`src/rtl/pipe_ctrl_pkg.sv`:
```
// Shared types and constants for the pipeline hazard controller.
package pipe_ctrl_pkg;

    typedef enum logic [1:0] {
        RUN       = 2'd0,
        LU_STALL  = 2'd1,
        IMEM_WAIT = 2'd2
    } state_t;

    // Architectural register zero is never a real data dependency.
    localparam logic [4:0] REG_ZERO = 5'd0;

    // One bundle for the four pipeline control strobes.
    typedef struct packed {
        logic pc_en;
        logic ir_en;
        logic ir_flush;
        logic idex_flush;
    } ctrl_t;

    localparam ctrl_t CTRL_NORMAL = 4'b1100;
    localparam ctrl_t CTRL_BR     = 4'b1111;
    localparam ctrl_t CTRL_LU     = 4'b0001;
    localparam ctrl_t CTRL_WAIT   = 4'b0110;
    localparam ctrl_t CTRL_RST    = 4'b0111;

endpackage

```
`src/rtl/sat_counter.sv`:
```
// Up-counter that sticks at its all-ones value; synchronous active-low clear.
module sat_counter #(
    parameter int W = 16
) (
    input  logic         CLK,
    input  logic         RST_N,
    input  logic         INC,
    output logic [W-1:0] Q
);

    // Count up on INC, hold once all ones is reached.
    always_ff @(posedge CLK) begin
        // NOTE: sequential state uses non-blocking assignments so every register samples pre-edge values.
        if (!RST_N) begin
            Q <= '0;
        end else if (INC && (Q != {W{1'b1}})) begin
            Q <= Q + W'(1);
        end
    end

endmodule

```
`src/rtl/pipe_hazard_ctrl.sv`:
```
// Stall/flush sequencer for a 5-stage pipeline: load-use stalls, taken-branch
// flushes, instruction-memory wait bubbles, perf counters and fetch timeout.
module pipe_hazard_ctrl
    import pipe_ctrl_pkg::*;
#(
    parameter int LU_CYCLES = 1,
    parameter int TIMEOUT   = 64,
    parameter int CNT_W     = 16
) (
    input  logic             CLK,
    input  logic             RST_N,
    input  logic [4:0]       ID_RS,
    input  logic [4:0]       ID_RT,
    input  logic             ID_USES_RT,
    input  logic [4:0]       EX_RT,
    input  logic             EX_MEMREAD,
    input  logic             EX_BR_TAKEN,
    input  logic             IMEM_READY,
    output logic             PC_EN,
    output logic             IR_EN,
    output logic             IR_FLUSH,
    output logic             IDEX_FLUSH,
    output logic [CNT_W-1:0] STALL_CNT,
    output logic [CNT_W-1:0] FLUSH_CNT,
    output logic             FETCH_ERR
);

    localparam int                WAIT_W    = $clog2(TIMEOUT + 1);
    localparam logic [2:0]        LU_RELOAD = 3'(LU_CYCLES - 1);
    localparam logic [WAIT_W-1:0] WAIT_MAX  = WAIT_W'(TIMEOUT);
    localparam logic [WAIT_W-1:0] WAIT_LAST = WAIT_W'(TIMEOUT - 1);

    state_t            state, state_nxt;
    logic [2:0]        lu_cnt, lu_cnt_nxt;
    logic [WAIT_W-1:0] wait_cnt, wait_cnt_nxt;
    logic              lu_hit;
    logic              flush_inc;
    logic              err_set;
    ctrl_t             ctrl;

    // Load in EX writes a register the ID instruction reads.
    assign lu_hit = EX_MEMREAD && (EX_RT != REG_ZERO) &&
                    ((EX_RT == ID_RS) || (ID_USES_RT && (EX_RT == ID_RT)));

    // Next state and Mealy strobes; priority is branch, then load-use, then fetch wait.
    always_comb begin
        // NOTE: every output of this block gets a default first, so no path can infer a latch.
        state_nxt    = state;
        lu_cnt_nxt   = lu_cnt;
        wait_cnt_nxt = '0;
        ctrl         = CTRL_NORMAL;
        flush_inc    = 1'b0;
        err_set      = 1'b0;

        if (!RST_N) begin
            ctrl = CTRL_RST;
        end else if (EX_BR_TAKEN) begin
            // Wrong-path instructions in IF and ID are squashed; any pending stall is moot.
            ctrl       = CTRL_BR;
            flush_inc  = 1'b1;
            state_nxt  = RUN;
            lu_cnt_nxt = '0;
        end else begin
            case (state)
                LU_STALL: begin
                    ctrl       = CTRL_LU;
                    lu_cnt_nxt = lu_cnt - 3'd1;
                    if (lu_cnt <= 3'd1) begin
                        state_nxt  = RUN;
                        lu_cnt_nxt = '0;
                    end
                end
                default: begin
                    // RUN and IMEM_WAIT share the same decision order; the wait counter
                    // only survives while the wait set keeps being selected.
                    if (lu_hit) begin
                        ctrl = CTRL_LU;
                        if (LU_CYCLES > 1) begin
                            state_nxt  = LU_STALL;
                            lu_cnt_nxt = LU_RELOAD;
                        end else begin
                            state_nxt = RUN;
                        end
                    end else if (!IMEM_READY) begin
                        ctrl         = CTRL_WAIT;
                        state_nxt    = IMEM_WAIT;
                        wait_cnt_nxt = (wait_cnt == WAIT_MAX) ? WAIT_MAX : wait_cnt + WAIT_W'(1);
                        err_set      = (wait_cnt >= WAIT_LAST);
                    end else begin
                        state_nxt = RUN;
                    end
                end
            endcase
        end
    end

    // State, stall/wait counters and sticky timeout flag.
    always_ff @(posedge CLK) begin
        if (!RST_N) begin
            state     <= RUN;
            lu_cnt    <= '0;
            wait_cnt  <= '0;
            FETCH_ERR <= 1'b0;
        end else begin
            state    <= state_nxt;
            lu_cnt   <= lu_cnt_nxt;
            wait_cnt <= wait_cnt_nxt;
            if (err_set) begin
                FETCH_ERR <= 1'b1;
            end
        end
    end

    assign PC_EN      = ctrl.pc_en;
    assign IR_EN      = ctrl.ir_en;
    assign IR_FLUSH   = ctrl.ir_flush;
    assign IDEX_FLUSH = ctrl.idex_flush;

    sat_counter #(.W(CNT_W)) u_stall_cnt (
        .CLK   (CLK),
        .RST_N (RST_N),
        .INC   (!ctrl.pc_en),
        .Q     (STALL_CNT)
    );

    sat_counter #(.W(CNT_W)) u_flush_cnt (
        .CLK   (CLK),
        .RST_N (RST_N),
        .INC   (flush_inc),
        .Q     (FLUSH_CNT)
    );

endmodule

```
`config.mk`:
```
export PLATFORM = sky130hd
export DESIGN_NAME = pipe_hazard_ctrl
export DESIGN_NICKNAME = d
export VERILOG_FILES = /design/src/rtl/pipe_ctrl_pkg.sv /design/src/rtl/sat_counter.sv /design/src/rtl/pipe_hazard_ctrl.sv
export SDC_FILE = /design/constraint.sdc
export NUM_CORES = 1
export LEC_CHECK = 0
export ABC_CLOCK_PERIOD_IN_PS = 2900
export BUFFER_PORTS_ARGS = -buffer_cell sky130_fd_sc_hd__buf_2
export CAP_MARGIN = 10
export CORE_MARGIN = 3
export CORE_UTILIZATION = 49
export CTS_BUF_LIST = sky130_fd_sc_hd__clkbuf_8
export DETAILED_ROUTE_END_ITERATION = 7
export PLACE_DENSITY = 0.75
export SETUP_SLACK_MARGIN = 0.3
export SKIP_CTS_REPAIR_TIMING = 1
export SLEW_MARGIN = 5
export SYNTH_ARGS = -nofsm -noshare
export SYNTH_HDL_FRONTEND = slang
export SYNTH_SLANG_ARGS = --single-unit
```
`constraint.sdc`:
```
create_clock -name CLK -period 2.9 [get_ports CLK]
set_input_delay 0 -clock CLK [delete_from_list [all_inputs] [get_ports CLK]]
set_output_delay 0 -clock CLK [all_outputs]
set_load 0.01 [all_outputs]
```
==> reports/qor.csv <==
metric;value;unit
finalCritPeriodShare;78.8;%
pin_count;58;
synth.net_count;278;
synth.most_common_cell;dfxtp_1;
p_per_area;494;mW/mm2
worstPathMaxFanout;25;
viasPerCell;5.43;
hpwl;3310;um
max_freq;0.438;GHz
worstRegToRegCells;7;
cts_tree;yes;
final_max_slew_viol_count;0;
fin_crit;2280;ps
yosys_warnings;0;
final_nets;333;
drive_above_1_share;22.7;%
die_h;71.8;um
place_ws;583;ps
setup_viol;0;
insertedDiodeCount;0;
vias;1949;
fin_hold_ws;56.4;ps
clock_sinks;40;
synth_edf_count;0;
wl;4620;um
worst_setup_path_end_kind;register;
crit_path_start;u_stall_cnt.Q[0];
skew;2.25;ps
tightest_slew;630;ps
rows;23;
avgRoutedWirePerCell;12.9;um
io_buffers;57;
status;complete, no violations;
min-delay-path-class;input pin to register;
cts.path.max_buffers;2;
cp.required;3120;ps
yosysTopAreaCell;dfxtp_1;
syn_area;0.00212;mm2
worstHoldStart;RST_N;
grt_max_degree;29;
grt_remaining_overflow;0;
start_util;51.9;%
synthArstFlopShare;0;%
setup_tns;0;ps
clk_latency;290;ps
rsz0062_at_grt;false;
ys_types;38;
clock-root-buffer;clkbuf_8;
hold_viol;0;
fin_cells;359;
drv_cap;0;
htree_num_levels;2;
dr.first_iter.drc_count;71;
gp_congestion;0.775;
power.leakage;1.03;nW
grtUsageTotal;18.9;%
seq_area_frac_synth;37.8;%
r2r-end;u_stall_cnt.Q[3];
ant_nets;0;
drc;0;
peakVddDrop;0.000320;V
synthTopCellsByArea;dfxtp_1 (38%), xor2_1 (7.0%), nor2_1 (5.0%), xnor2_1 (4.1%), or4_1 (3.9%);
syn_avg_cell_area;8.38;um2
min_delay_worst_endpoint;FETCH_ERR;
rrSetupSlack;620;ps
power;1.28;mW
netlist_instances;253;
synth_flop_cell;dfxtp_1;
area_growth;22.1;%
cp-start-kind;register;
yosys.area.top_type_share;37.8;%
relSlewSlack;57.7;%
setup_slack;616;ps
dieArea;0.00515;mm2
core;0.00409;mm2
first_global_vias;1746;
arrival;2510;ps
grt_antenna_before_repair;0;
drtPass1Iterations;4;
grt_pass1_wl;7970;um
hold_depth;2;
path_clk_slew;80;ps
critPathKind;register to register;
ys_seq_elements;40;
dp.cells;350;
timing.rr.start;u_stall_cnt.Q[0];
synthTopCellsByCount;dfxtp_1 (40), nor2_1 (28), nand2_1 (18);
cts_inserted_buffers;5;
die_x;71.8;um
how the worst max path moves through the flow:
stage	cells after the start	end	slack (ps)
6_report	7	u_stall_cnt.Q[3]	620
5_1_grt	7	u_stall_cnt.Q[7]	400
4_1_cts	7	u_stall_cnt.Q[10]	550
3_5_place_dp	7	u_stall_cnt.Q[10]	580
3_3_place_gp	7	u_stall_cnt.Q[8]	660
2_1_floorplan	10	u_stall_cnt.Q[14]	740
power by group:
group	switching, mW	internal, mW	leakage, nW
combinational	0.0555	0.0353	0.630
clock	0.196	0.430	0.0784
sequential	0.00710	0.554	0.323
total	0.259	1.02	1.03
layout by cell type (no fill, tap or decap), types with 2 or more instances in the layout:
master,n
nand4_1,10
nor2_1,28
nand3_1,13
dfxtp_1,40
xnor2_1,10
or3_1,3
a21oi_1,13
clkbuf_8,5
and3_1,4
o21ai_0,7
nor4_1,6
nor3_1,10
nand2_1,18
mux2i_1,6
xor2_1,17
or4_1,11
nand2b_1,4
inv_1,8
o21a_1,2
ha_1,4
bufinv_16,3
o31ai_1,9
and4_1,6
buf_2,57
sequential cells by signal, summed over array words and instances, names as in the netlist:
signal         flops
FETCH_ERR          1
wait_cnt           7
u_flush_cnt.Q     16
u_stall_cnt.Q     16
cell families after synthesis:
| family | count (synthesis) | synth area share, % |
|---|---|---|
| buf+inv | 19 | 4.01 |
| xor+xnor | 27 | 11.2 |
| mux | 6 | 2.83 |
| flops | 40 | 37.8 |
| simple gates | 118 | 29.9 |
| compound gates | 39 | 12.0 |
| fa+ha+maj | 4 | 2.36 |
metal layers:
metal,share of wire [%],GRT usage [%],vias up
li1,-,-,1019
met1,48,25.5,890
met2,47,30.5,32
met3,4.0,4.07,8
met4,1.1,5.64,0
met5,0,0,-
worst max-delay path, stage by stage (launching register included):
cell and delay [ps]:
dfxtp_1 350, ha_1 230, and2_0 270, nand4_1 180, nor2_1 80, or2_2 440, or4_1 520, a21oi_1 150
final cells by class:
cell class                      count  area, um2
Multi-Input combinational cell    194       1230
Clock buffer                        5       68.8
Sequential cell                    40        801
Clock inverter                      3       90.1
Tap cell                           50       62.6
Inverter                            8       30.0
Fill cell                         366       1500
Timing Repair Buffer               59        303
per-stage QoR:
stage               instance area (um2)  util [%]
detailed placement                 2420      59.2
global placement                   2420      59.2
global route                       2590      63.3
CTS                                2580      63.1
floorplan                          2120         -
finish                             2590      63.3
(Power assumes the default switching activity.)
